**src/rtl/pbit_sweep_scheduler_pkg.sv**
```systemverilog
// Shared definitions for the p-bit Gibbs sweep scheduler: default sizes,
// spin encoding and controller state type.
package pbit_sweep_scheduler_pkg;

  localparam int unsigned PBIT_N_DEF       = 16;
  localparam int unsigned PBIT_SWEEP_W_DEF = 16;
  localparam int unsigned PBIT_TIMEOUT_DEF = 64;

  // Spin encoding on m_state: 1 means +1, 0 means -1.
  localparam logic SPIN_POS = 1'b1;
  localparam logic SPIN_NEG = 1'b0;

  typedef enum logic [1:0] {
    ST_IDLE  = 2'd0,
    ST_ISSUE = 2'd1,
    ST_WAIT  = 2'd2
  } sched_state_e;

endpackage

```
**src/rtl/pbit_sweep_scheduler_if.sv**
```systemverilog
// Link between the sweep scheduler and the shared MAC/activation/compare datapath.
interface pbit_sweep_scheduler_if
    import pbit_sweep_scheduler_pkg::*;
#(
    parameter int unsigned N_PBITS = PBIT_N_DEF,
    parameter int unsigned IDX_W   = $clog2(N_PBITS)
);
    logic [N_PBITS-1:0] m_state;
    logic               dp_req;
    logic [IDX_W-1:0]   dp_idx;
    logic               dp_ack;
    logic               dp_bit;

    modport master (output m_state, dp_req, dp_idx, input dp_ack, dp_bit);
    modport slave  (input m_state, dp_req, dp_idx, output dp_ack, dp_bit);
endinterface

```
**src/rtl/pbit_sweep_scheduler_wait_timer.sv**
```systemverilog
// Watchdog for the datapath wait: counts enabled cycles after a clear and
// flags the cycle whose increment would reach TIMEOUT-1.
module pbit_wait_timer #(
    parameter int unsigned TIMEOUT = 64
) (
    input  logic clk,
    input  logic rst_n,
    input  logic clear,
    input  logic enable,
    output logic expired
);
    logic [7:0] count_q;

    always_ff @(posedge clk or negedge rst_n) begin
        if (!rst_n) begin
            count_q <= '0;
        end else if (clear) begin
            count_q <= '0;
        end else if (enable) begin
            count_q <= count_q + 8'd1;
        end
    end

    assign expired = enable && (count_q == 8'(TIMEOUT - 2));
endmodule

```
**src/rtl/pbit_sweep_scheduler.sv**
```systemverilog
// Sequential Gibbs sweep controller: visits p-bits in index order, one
// datapath request at a time, committing each new spin before the next issue.
module pbit_sweep_scheduler
    import pbit_sweep_scheduler_pkg::*;
#(
    parameter int unsigned N_PBITS = PBIT_N_DEF,
    parameter int unsigned IDX_W   = $clog2(N_PBITS),
    parameter int unsigned SWEEP_W = PBIT_SWEEP_W_DEF,
    parameter int unsigned TIMEOUT = PBIT_TIMEOUT_DEF
) (
    input  logic                   clk,
    input  logic                   rst_n,
    input  logic                   start,
    input  logic [SWEEP_W-1:0]     num_sweeps,
    input  logic                   abort,
    input  logic                   load_init,
    input  logic [N_PBITS-1:0]     m_init,
    pbit_sweep_scheduler_if.master dp,
    output logic                   busy,
    output logic                   done,
    output logic                   timeout_err,
    output logic [SWEEP_W-1:0]     sweep_count
);
    localparam logic [IDX_W-1:0] IDX_LAST = IDX_W'(N_PBITS - 1);

    sched_state_e       state_q, state_d;
    logic [N_PBITS-1:0] m_q, m_d;
    logic [IDX_W-1:0]   idx_q, idx_d;
    logic [SWEEP_W-1:0] cnt_q, cnt_d, tgt_q, tgt_d, cnt_inc;
    logic               done_q, done_d;
    logic               terr_q, terr_d;
    logic               tmr_clear, tmr_en, tmr_expired;

    pbit_wait_timer #(.TIMEOUT(TIMEOUT)) u_wait_timer (
        .clk     (clk),
        .rst_n   (rst_n),
        .clear   (tmr_clear),
        .enable  (tmr_en),
        .expired (tmr_expired)
    );

    always_ff @(posedge clk or negedge rst_n) begin
        if (!rst_n) begin
            state_q <= ST_IDLE;
        end else begin
            state_q <= state_d;
        end
    end

    always_ff @(posedge clk or negedge rst_n) begin
        if (!rst_n) begin
            m_q    <= '0;
            idx_q  <= '0;
            cnt_q  <= '0;
            tgt_q  <= '0;
            done_q <= 1'b0;
            terr_q <= 1'b0;
        end else begin
            m_q    <= m_d;
            idx_q  <= idx_d;
            cnt_q  <= cnt_d;
            tgt_q  <= tgt_d;
            done_q <= done_d;
            terr_q <= terr_d;
        end
    end

    assign cnt_inc = cnt_q + 1'b1;

    // Abort outranks an ack in the same cycle, so that ack is never committed.
    always_comb begin
        state_d   = state_q;
        m_d       = m_q;
        idx_d     = idx_q;
        cnt_d     = cnt_q;
        tgt_d     = tgt_q;
        done_d    = 1'b0;
        terr_d    = terr_q;
        tmr_clear = 1'b0;
        tmr_en    = 1'b0;
        case (state_q)
            ST_IDLE: begin
                if (load_init) begin
                    m_d = m_init;
                end
                if (start) begin
                    tgt_d  = num_sweeps;
                    cnt_d  = '0;
                    idx_d  = '0;
                    terr_d = 1'b0;
                    if (num_sweeps == '0) begin
                        done_d = 1'b1;
                    end else begin
                        state_d = ST_ISSUE;
                    end
                end
            end
            ST_ISSUE: begin
                if (abort) begin
                    state_d = ST_IDLE;
                end else begin
                    tmr_clear = 1'b1;
                    state_d   = ST_WAIT;
                end
            end
            ST_WAIT: begin
                if (abort) begin
                    state_d = ST_IDLE;
                end else if (dp.dp_ack) begin
                    m_d[idx_q] = dp.dp_bit;
                    if (idx_q != IDX_LAST) begin
                        idx_d   = idx_q + 1'b1;
                        state_d = ST_ISSUE;
                    end else begin
                        idx_d = '0;
                        cnt_d = cnt_inc;
                        if (cnt_inc == tgt_q) begin
                            done_d  = 1'b1;
                            state_d = ST_IDLE;
                        end else begin
                            state_d = ST_ISSUE;
                        end
                    end
                end else begin
                    tmr_en = 1'b1;
                    if (tmr_expired) begin
                        terr_d  = 1'b1;
                        state_d = ST_IDLE;
                    end
                end
            end
            default: state_d = ST_IDLE;
        endcase
    end

    assign dp.m_state  = m_q;
    assign dp.dp_idx   = idx_q;
    assign dp.dp_req   = (state_q == ST_ISSUE) && !abort;
    assign busy        = (state_q != ST_IDLE);
    assign done        = done_q;
    assign timeout_err = terr_q;
    assign sweep_count = cnt_q;
endmodule

```
**src/flat_wrapper.sv**
```systemverilog
// flat-port wrapper written by rule: the top's interface ports become plain ports
module pbit_sweep_scheduler_flat import pbit_sweep_scheduler_pkg::*;
#(
    parameter int unsigned N_PBITS = PBIT_N_DEF,
    parameter int unsigned IDX_W   = $clog2(N_PBITS),
    parameter int unsigned SWEEP_W = PBIT_SWEEP_W_DEF,
    parameter int unsigned TIMEOUT = PBIT_TIMEOUT_DEF
)
  (clk, rst_n, start, num_sweeps, abort, load_init, m_init, busy, done, timeout_err, sweep_count, dp_m_state, dp_dp_req, dp_dp_idx, dp_dp_ack, dp_dp_bit);
  pbit_sweep_scheduler_if #(.N_PBITS(N_PBITS), .IDX_W(IDX_W)) dp_i ();
  input  logic clk;
  input  logic rst_n;
  input  logic start;
  input  logic [SWEEP_W-1:0] num_sweeps;
  input  logic abort;
  input  logic load_init;
  input  logic [N_PBITS-1:0] m_init;
  output logic busy;
  output logic done;
  output logic timeout_err;
  output logic [SWEEP_W-1:0] sweep_count;
  output wire logic [$bits(dp_i.m_state)-1:0] dp_m_state;
  output wire logic [$bits(dp_i.dp_req)-1:0] dp_dp_req;
  output wire logic [$bits(dp_i.dp_idx)-1:0] dp_dp_idx;
  input wire logic [$bits(dp_i.dp_ack)-1:0] dp_dp_ack;
  input wire logic [$bits(dp_i.dp_bit)-1:0] dp_dp_bit;
  assign dp_m_state = dp_i.m_state;
  assign dp_dp_req = dp_i.dp_req;
  assign dp_dp_idx = dp_i.dp_idx;
  assign dp_i.dp_ack = dp_dp_ack;
  assign dp_i.dp_bit = dp_dp_bit;
  pbit_sweep_scheduler #(.N_PBITS(N_PBITS), .IDX_W(IDX_W), .SWEEP_W(SWEEP_W), .TIMEOUT(TIMEOUT)) u_core (.clk(clk), .rst_n(rst_n), .start(start), .num_sweeps(num_sweeps), .abort(abort), .load_init(load_init), .m_init(m_init), .dp(dp_i), .busy(busy), .done(done), .timeout_err(timeout_err), .sweep_count(sweep_count));
endmodule
```
**config.mk**
```make
export PLATFORM = sky130hd
export DESIGN_NAME = pbit_sweep_scheduler_flat
export DESIGN_NICKNAME = d
export VERILOG_FILES = /design/src/rtl/pbit_sweep_scheduler_pkg.sv /design/src/rtl/pbit_sweep_scheduler_if.sv /design/src/rtl/pbit_sweep_scheduler_wait_timer.sv /design/src/rtl/pbit_sweep_scheduler.sv /design/src/flat_wrapper.sv
export SDC_FILE = /design/constraint.sdc
export NUM_CORES = 1
export LEC_CHECK = 0
export ABC_AREA = 1
export CORE_MARGIN = 10
export CORE_UTILIZATION = 50
export CTS_CLUSTER_SIZE = 10
export DETAILED_ROUTE_END_ITERATION = 10
export DONT_BUFFER_PORTS = 1
export SYNTH_ARGS = -nofsm -noshare
export SYNTH_HDL_FRONTEND = slang
export SYNTH_SLANG_ARGS = --single-unit
export TNS_END_PERCENT = 5
```
**constraint.sdc**
```tcl
create_clock -name clk -period 3.67 [get_ports clk]
set_input_delay 0.734 -clock clk [delete_from_list [all_inputs] [get_ports clk]]
set_output_delay 0.734 -clock clk [all_outputs]
set_load 0.01 [all_outputs]
```
After elaboration in Yosys (flattened, before gate mapping)
Index checks and enable logic that the tools add are counted.

word-level totals
  output and inout port bits = 40
  flip-flop bits (word level) = 64
  input bits = 39

cells by class
  eq/ne operators = 14
  add/sub/neg operators = 3
  magnitude comparators = 2
  reductions and logical operators = 15
  multiplexer cells = 45

operators by type and width
  cell                                                               count
  2-to-1 mux 16 bit                                                  7
  case mux 16 bit (2 select lines)                                   2
  2-to-1 mux 1 bit                                                   17
  adder 16 x 1 -> 16 bit, second input constant                      1
  bitwise mux 16 bit                                                 1
  equality test 16 bit                                               1
  logical NOT 16 bit                                                 1
  2-to-1 mux 4 bit                                                   4
  2-to-1 mux 8 bit                                                   2
  2-to-1 mux 2 bit                                                   7
  inequality test 2 bit, second input constant                       7
  AND reduction 5 bit                                                2
  adder 8 x 1 -> 8 bit, second input constant                        1
  equality test 8 x 6 -> 1 bit, second input constant                1
  case mux 4 bit (2 select lines)                                    1
  AND reduction 4 bit                                                2
  case mux 2 bit (3 select lines)                                    1
  nonzero test 2 bit                                                 3
  < comparator 4 x 5 -> 1 bit, second input constant                 1
  adder 4 x 1 -> 4 bit, second input constant                        1
  demux 1 bit (select 4 bit)                                         1
  greater-or-equal comparator 4 x 1 -> 1 bit, second input constant  1
  inequality test 4 x 3 -> 1 bit, second input constant              1
  inequality test 4 bit, second input constant                       1
  9 further kinds                                                    12

Longest topological paths before layout
Gate-level depths: netlist of run 1.

  word-level depth = 8
  depth in mapped cells = 14
  depth with buffers taken out = 14

Modules after synthesis
From an unflattened synthesis of run 1, not the netlist that was laid out.

unflattened totals
  cells, all modules = 520
  area, all modules = 3908.7 um2

modules (own cells, without submodules)
  module                seq. area each (um2)  times used  area an instance (um2)  cells an instance
  pbit_sweep_scheduler  1401.3                1           3399.5                  454
  pbit_wait_timer       200.2                 1           509.2                   66

Worst setup path after synthesis of run 1
OpenSTA, ideal clock, no wires.

  path kind = input port to flip-flop
  from = input abort
  to = register u_core.u_wait_timer.count_q[7]
  setup time = 134 ps
  required time = 3536 ps
  arrival = 1784 ps
  stages = 8
  setup slack = 1752 ps
  buffers on the path = 0
  cells stage by stage = nor3_2 inv_1 nand2_2 nand2_1 nor2_1 nand2_1 nor3_1 nor3_2

on the way
  cells in the longest elaborated chain, start to end = 3

ends and longest elaborated chain
  item                                                    RTL line                                                 source
  from (decl)                                             flat_wrapper.sv:15                                       input logic abort;
  2-to-1 mux 1 bit (on tied branches)                     pbit_sweep_scheduler.sv:99, pbit_sweep_scheduler.sv:107
  2-to-1 mux 1 bit                                        pbit_sweep_scheduler.sv:81                               case (state_q)
  2-to-1 mux 8 bit or nonzero test 2 bit (tied branches)  --
  to (signal assigned)                                    pbit_sweep_scheduler_wait_timer.sv:20                    count_q <= count_q + 8'd1;
  to (decl)                                               pbit_sweep_scheduler_wait_timer.sv:12                    logic [7:0] count_q;

Parallel ways exist; a longest one is shown, timed or not.
A chain may end at the register's enable or synchronous reset.

Worst setup path in the final report of run 1
  from = register u_core.state_q[0]
  to = register u_core.m_q[8] (netlist: u_core.dp.m_state[8])

on the way
  cells in the longest elaborated chain, start to end = 3

ends and longest elaborated chain
  item                                                                          RTL line                    source
  from (decl)                                                                   pbit_sweep_scheduler.sv:26  sched_state_e state_q, state_d;
  from (signal assigned)                                                        pbit_sweep_scheduler.sv:46  state_q <= state_d;
  equality test 2 bit or logical NOT 2 bit (tied branches)                      pbit_sweep_scheduler.sv:81
  inequality test 2 bit (no source line) or nonzero test 2 bit (tied branches)  --
  AND reduction 4 bit (no source line)                                          --
  to (signal assigned)                                                          pbit_sweep_scheduler.sv:59  m_q <= m_d;
  to (decl)                                                                     pbit_sweep_scheduler.sv:27  logic [N_PBITS-1:0] m_q, m_d;

Parallel ways exist; a longest one is shown, timed or not.

==> flow_metrics.tcl, run 1 <==
set metrics [dict create \
    ys_ff_latch 64 \
    track_usage_pct 17.2 \
    synth_area_leaders "dfrtp_1, nand2_1, nor2_1, a21oi_1, inv_1" \
    p_leak_nw 1.78 \
    slew_violations 0 \
    arrival_ns 2.60 \
    cts_tree "done" \
    ctsResizeCount 0 \
    antenna_found_initial 0 \
    rsz0062_at_grt "no" \
    die-area_um2 11300 \
    cts_hold_buffers 0 \
    p_clk_share_pct 25.2 \
    layout.filler_cells 699 \
    design_power_total_mw 2.50 \
    fp.dieH_um 106 \
    finalWirelength_um 9670 \
    clk_latency_ns 0.35 \
    worstSetupPathType "reg2reg" \
    grt_pass1_vias 3167 \
    placed_cell_area_um2 3790 \
    syn_area_per_cell_um2 7.42 \
    initial_core_util_pct 51.4 \
    core_um2 7250 \
    antenna_cells 0 \
    critPathMaxStageDelay_ns 0.52 \
    synth_compound_area_share_pct 15.2 \
    synth_top_family_by_area "simple AND/OR/NAND/NOR gates" \
    combinationalPowerShare_pct 30.1 \
    yosysWarningCount 0 \
    hpwlAfterDp_um 7290 \
    postCtsSetupBuffers 0 \
    worstMarginPinSlew_ns 0.945 \
    clkTransAtPathRegs_ns 0.08 \
    grt_max_degree 65 \
    p_int_mw 1.53 \
    first_pass_iters 4 \
    path_max_fanout 20 \
    drcViolationCount 0 \
    wl_per_cell_um 15.9 \
    tns_ns 0 \
    seqPwrFrac_pct 44.7 \
    vias_per_cell 5.34 \
    num_rows 31 \
    switching_power_uw 968 \
    cts_buffers 9 \
    cp_data_required_time_ns 3.94 \
    ios 79 \
    post-place-cells 590 \
    drt_iter0_markers 105 \
    hold_viol 0 \
    layout_min_cycle_time_ns 2.33 \
    die_w_um 106 \
    nets 548 \
    synth_xor_area_share_pct 0.839 \
    min_path_type "in2async" \
    synth_cell_types 35 \
    clk_path_buf_depth 2 \
    overflow 0 \
    setup_viol 0 \
    cap_violations 0 \
    hold_ws_ns 0.0717 \
    syn_inst 502 \
    switching_share_pct 38.7 \
    layout.cells.non_filler 606 \
    synthAdderAreaFrac_pct 2.35 \
    ant_nets 0 \
    io_buffers 0 \
    layout_common_cells "nand2_1, dfrtp_1, nor2_1" \
    synth.cell_area_um2 3730 \
    vias 3237 \
    relSlewSlack_pct 37.0 \
    final_common_cell "nand2_1" \
    synth_top_area_cell "dfrtp_1" \
    cts-root-buf "clkbuf_8" \
    ys_seq_area_share_pct 43.0 \
    syn_to_final_growth_pct 7.15 \
    layout-drive-gt1-share_pct 9.27 \
    synth.net_count 548 \
    clock-sinks 64 \
    synth_mux_area_share_pct 0 \
    post-route-cell-area_um2 3990 \
    synth_top_area_share_pct 43.0 \
    status "finished clean" \
    end_kind "flip-flop" \
    htreeDepth 3 \
    worst_path_max_delay_cell "inv_2" \
    fmax_mhz 429 \
    synth-simple-area-share_pct 30.9 \
    ir_drop_mv 0.307 \
    place.gp.congestion 0.840 \
    path_cells "inv_2 -> nand2_1 -> inv_2 -> nand2_1 -> nor2_1 -> a21oi_1 -> a21oi_1" \
    grt_pass1_wl_um 15800 \
    cp-start-kind "flip-flop" \
    finClkSkew_ns 0.0127 \
    timing.final.crit_share_pct 63.5 \
    power.density_nw_per_um2 627 \
]
cell usage after synthesis:
cell and n:
nand3b_1 8, a21oi_1 40, or2_4 1, dfrtp_1 64, nor4_1 1, nand3_1 32, xor2_1 1, a31oi_1 1
clkbuf_1 3, buf_2 6, inv_2 6, nor2_2 5, nor3_2 2, o21a_1 2, nor3_4 1, o21ai_1 4
nand4_1 7, xnor3_1 1, nand2_2 2, o21ai_0 22, nand2_1 131, o211ai_1 2, a2bb2oi_1 1, o22ai_1 15
nor2_1 55, nor3_1 9, and3_1 1, clkinv_1 1, o21ai_2 1, nor2_4 2, inv_1 53, nand3_2 2
ha_1 7, buf_4 3, a21oi_2 10
final timing paths:
| kind | endpoint | depth (start not counted) | slack [ns] | from |
|---|---|---|---|---|
| min | u_core.sweep_count[13] | 0 | 0.07 | rst_n |
| max reg2reg | u_core.dp.m_state[8] | 7 | 1.34 | u_core.state_q[0] |
| max in group asynchronous | u_core.done | 0 | 3.48 | rst_n |
| min reg2reg | u_core.u_wait_timer.count_q[0] | 1 | 0.50 | u_core.u_wait_timer.count_q[0] |
| max | u_core.dp.m_state[8] | 7 | 1.34 | u_core.state_q[0] |
| min in group clk | u_core.u_wait_timer.count_q[0] | 1 | 0.50 | u_core.u_wait_timer.count_q[0] |
state kept, by name (all words and copies together), names as in the netlist:
name	flops
u_core.u_wait_timer.count_q	8
u_core.state_q	2
u_core.timeout_err	1
u_core.done	1
u_core.tgt_q	16
u_core.dp.dp_idx	4
u_core.dp.m_state	16
u_core.sweep_count	16
power by group through the flow:
stage	Clock (mW)	Combinational [mW]	Sequential, mW
2_1_floorplan	0	0.639	1.08
3_3_place_gp	0	0.748	1.13
3_5_place_dp	0	0.761	1.13
4_1_cts	0.640	0.763	1.13
5_1_grt	0.671	0.876	1.15
6_report	0.632	0.752	1.12
layout make-up:
cell class,count,area [um2],area share (%)
sequential,64,1600,40.1
inverter,60,225,5.64
tap,99,124,3.10
timing repair buffer,1,7.51,0.188
clock inverter,3,40.0,1.00
multi-input combinational,366,1840,46.0
clock buffer,13,159,3.98
worst max-delay path, delay by kind of cell (launching register included):
family                 cells  cell delay [ns]
and+or+nand+nor            3             1.03
buffers and inverters      2             0.59
DFF                        1             0.39
AOI/OAI and AO/OA          2             0.24
metrics by stage:
| stage | setup WS, ns | utilization (%) |
|---|---|---|
| finish | 1.34 | 55.0 |
| global route | 1.01 | 55.0 |
| CTS | 1.32 | 55.0 |
| detailed placement | 1.33 | 52.3 |
| global placement | 1.31 | 52.3 |
| floorplan | 1.75 | - |
per-layer routing:
metal | GRT usage [%] | routed length (um)
met5 | 0 | 0
met3 | 6.76 | 846
met1 | 19.3 | 3990
met2 | 28.7 | 4650
met4 | 6.96 | 184
cells by family after synthesis:
| group | Yosys count |
|---|---|
| AO/OA/AOI/OAI | 98 |
| AND/OR/NAND/NOR | 259 |
| XOR/XNOR | 2 |
| flip-flops | 64 |
| adder cells (fa/ha/maj) | 7 |
| buffers and inverters | 72 |
Note: power is estimated with default switching activity, not from simulation.
==> run 2, diff against run 1 <==
Settings changed: ABC_AREA 1 to 0, PLACE_DENSITY from default to 0.68.
Clock period 3.67 ns to 2.1 ns, I/O delays scaled along.
==> flow_metrics.tcl, run 2 <==
set metrics [dict create \
    synth.cell_area_um2 3650 \
    first_pass_iters 4 \
    overflow 0 \
    p_leak_nw 1.84 \
    worstMarginPinSlew_ns 0.562 \
    syn_area_per_cell_um2 8.52 \
    layout_common_cells "nand2_1, dfrtp_1, a21oi_1" \
    yosysWarningCount 0 \
    num_rows 31 \
    rsz0062_at_grt "no" \
    timing.final.crit_share_pct 94.6 \
    path_max_fanout 10 \
    cp-start-kind "flip-flop" \
    critPathMaxStageDelay_ns 0.51 \
    wl_per_cell_um 17.5 \
    synth_cell_types 50 \
    path_cells "nand4_4 -> nor4_4 -> nand3_1 -> a32oi_1 -> nand4_1 -> a22o_1" \
    ir_drop_mv 0.513 \
    grt_pass1_vias 3091 \
    antenna_cells 0 \
    layout_min_cycle_time_ns 1.99 \
    vias 3203 \
    synthAdderAreaFrac_pct 2.40 \
    finClkSkew_ns 0.0116 \
    worst_path_max_delay_cell "dfrtp_1" \
    cp_data_required_time_ns 2.33 \
    relSlewSlack_pct 62.2 \
    grt_pass1_wl_um 15700 \
    fmax_mhz 503 \
    hold_viol 0 \
    cp.depth 6 \
    ys_seq_area_share_pct 43.8 \
    clk_path_buf_depth 2 \
    status "finished clean" \
    vias_per_cell 5.77 \
    critical_path.reg2reg.startpoint "u_core.sweep_count[3]" \
    synth_top_area_share_pct 43.8 \
    cts_tree "done" \
    cap_violations 0 \
    ys_async_sr_fraction_pct 100 \
    critical-path-top-delay-family "simple AND/OR/NAND/NOR gates" \
    die_w_um 105 \
    die-area_um2 11100 \
    synth_mux_area_share_pct 0.582 \
    crit_start "u_core.sweep_count[3]" \
    syn_to_final_growth_pct 14.5 \
    cts_buffers 9 \
    tns_ns 0 \
    postCtsSetupBuffers 0 \
    ant_nets 0 \
    synth_common_cells "nand2_1, dfrtp_1, a21oi_1, nor2_1, o21ai_1" \
    power.density_nw_per_um2 824 \
    synth_compound_area_share_pct 15.6 \
    synth_area_leaders "dfrtp_1, nand2_1, a21oi_1, xnor2_1, o21ai_1" \
    drcViolationCount 0 \
    synth-simple-area-share_pct 26.7 \
    synth_top_family_by_area "simple AND/OR/NAND/NOR gates" \
    design_power_total_mw 3.45 \
    final_common_cell "nand2_1" \
    antenna_found_initial 0 \
    synth_ff_type "dfrtp_1" \
    fp.dieH_um 105 \
    synth.most_common_cell "nand2_1" \
    initial_core_util_pct 50.9 \
    clkTransAtPathRegs_ns 0.07 \
    clock-sinks 64 \
    critPathBufInv 0 \
    slew_violations 0 \
    drt_iter0_markers 144 \
    io_buffers 0 \
    clk_latency_ns 0.34 \
    whs_path_depth 2 \
    synth_xor_area_share_pct 7.81 \
    layout-drive-gt1-share_pct 13.8 \
    finalWirelength_um 9740 \
    syn_inst 429 \
    r2r_cells 6 \
    track_usage_pct 17.3 \
    ios 79 \
    setup_viol 0 \
    synth_edf_count 0 \
    core_um2 7180 \
    hp-start "num_sweeps[7]" \
    hpwlAfterDp_um 7200 \
    end_kind "flip-flop" \
    synth.net_count 475 \
    worstSetupPathType "reg2reg" \
    grt_max_degree 65 \
    min_path_type "in2reg" \
    arrival_ns 2.22 \
    synth_top_area_cell "dfrtp_1" \
    place.gp.congestion 0.880 \
    cts-root-buf "clkbuf_8" \
    ys_ff_latch 64 \
    htreeDepth 3 \
    nets 498 \
]
run 2: cell type report:
| class | count | area [um2] |
|---|---|---|
| clock buffer | 11 | 131 |
| inverter | 8 | 30.0 |
| timing repair buffer | 33 | 270 |
| fill | 650 | 2990 |
| tap | 99 | 124 |
| multi-input combinational | 336 | 1960 |
| sequential | 64 | 1600 |
| clock inverter | 4 | 70.1 |
run 2: power by group:
part	switching [mW]	total, mW	internal (mW)
sequential	0.219	1.65	1.43
clock	0.461	1.12	0.659
combinational	0.392	0.678	0.285
run 2: layer usage:
layer / vias to the layer above / wire (um) / global-route usage (%)
met5: - / 0 / 0
met4: 0 / 192 / 6.58
met3: 13 / 822 / 5.54
met2: 90 / 4440 / 26.3
met1: 1556 / 4290 / 22.6
li1: 1544 / - / -
run 2: per-stage QoR:
stage | std cells | area, um2 | hold WS [ns] | worst slack [ns] | utilization, %
after global placement | 538 | 3930 | 0.126 | 0.133 | 54.8
final | 555 | 4190 | 0.191 | 0.112 | 58.3
after CTS | 555 | 4170 | 0.182 | 0.0756 | 58.1
after global routing | 555 | 4190 | 0.181 | 0.0116 | 58.3
after floorplan | 429 | 3650 | 0.124 | 0.0883 | -
after detailed placement | 538 | 3930 | 0.127 | 0.0963 | 54.8
run 2: timing repair:
item                                    in CTS  in global routing
endpoints found under the hold margin       64                  0
hold buffers                                 2                  0
endpoints found under the setup margin       0                  1
gates resized for setup                      0                  4
run 2: worst reg2reg max path, stage by stage (launching register included):
cell and delay (ns):
dfrtp_1 0.51, nand4_4 0.25, nor4_4 0.36, nand3_1 0.12, a32oi_1 0.21, nand4_1 0.16
a22o_1 0.26
run 2: cells by family after synthesis:
| logic type | after synthesis |
|---|---|
| simple gates | 198 |
| flops | 64 |
| buf+inv | 29 |
| compound gates | 98 |
| xor+xnor | 31 |
| fa+ha+maj | 7 |
| mux | 2 |
run 2: final timing paths:
path,slack (ns),end
max,0.11,u_core.state_q[0]
min,0.19,u_core.tgt_q[7]
max reg2reg,0.11,u_core.state_q[0]
min reg2reg,0.50,u_core.tgt_q[15]
max in group asynchronous,1.21,u_core.sweep_count[4]
min in group asynchronous,0.61,u_core.dp.m_state[5]
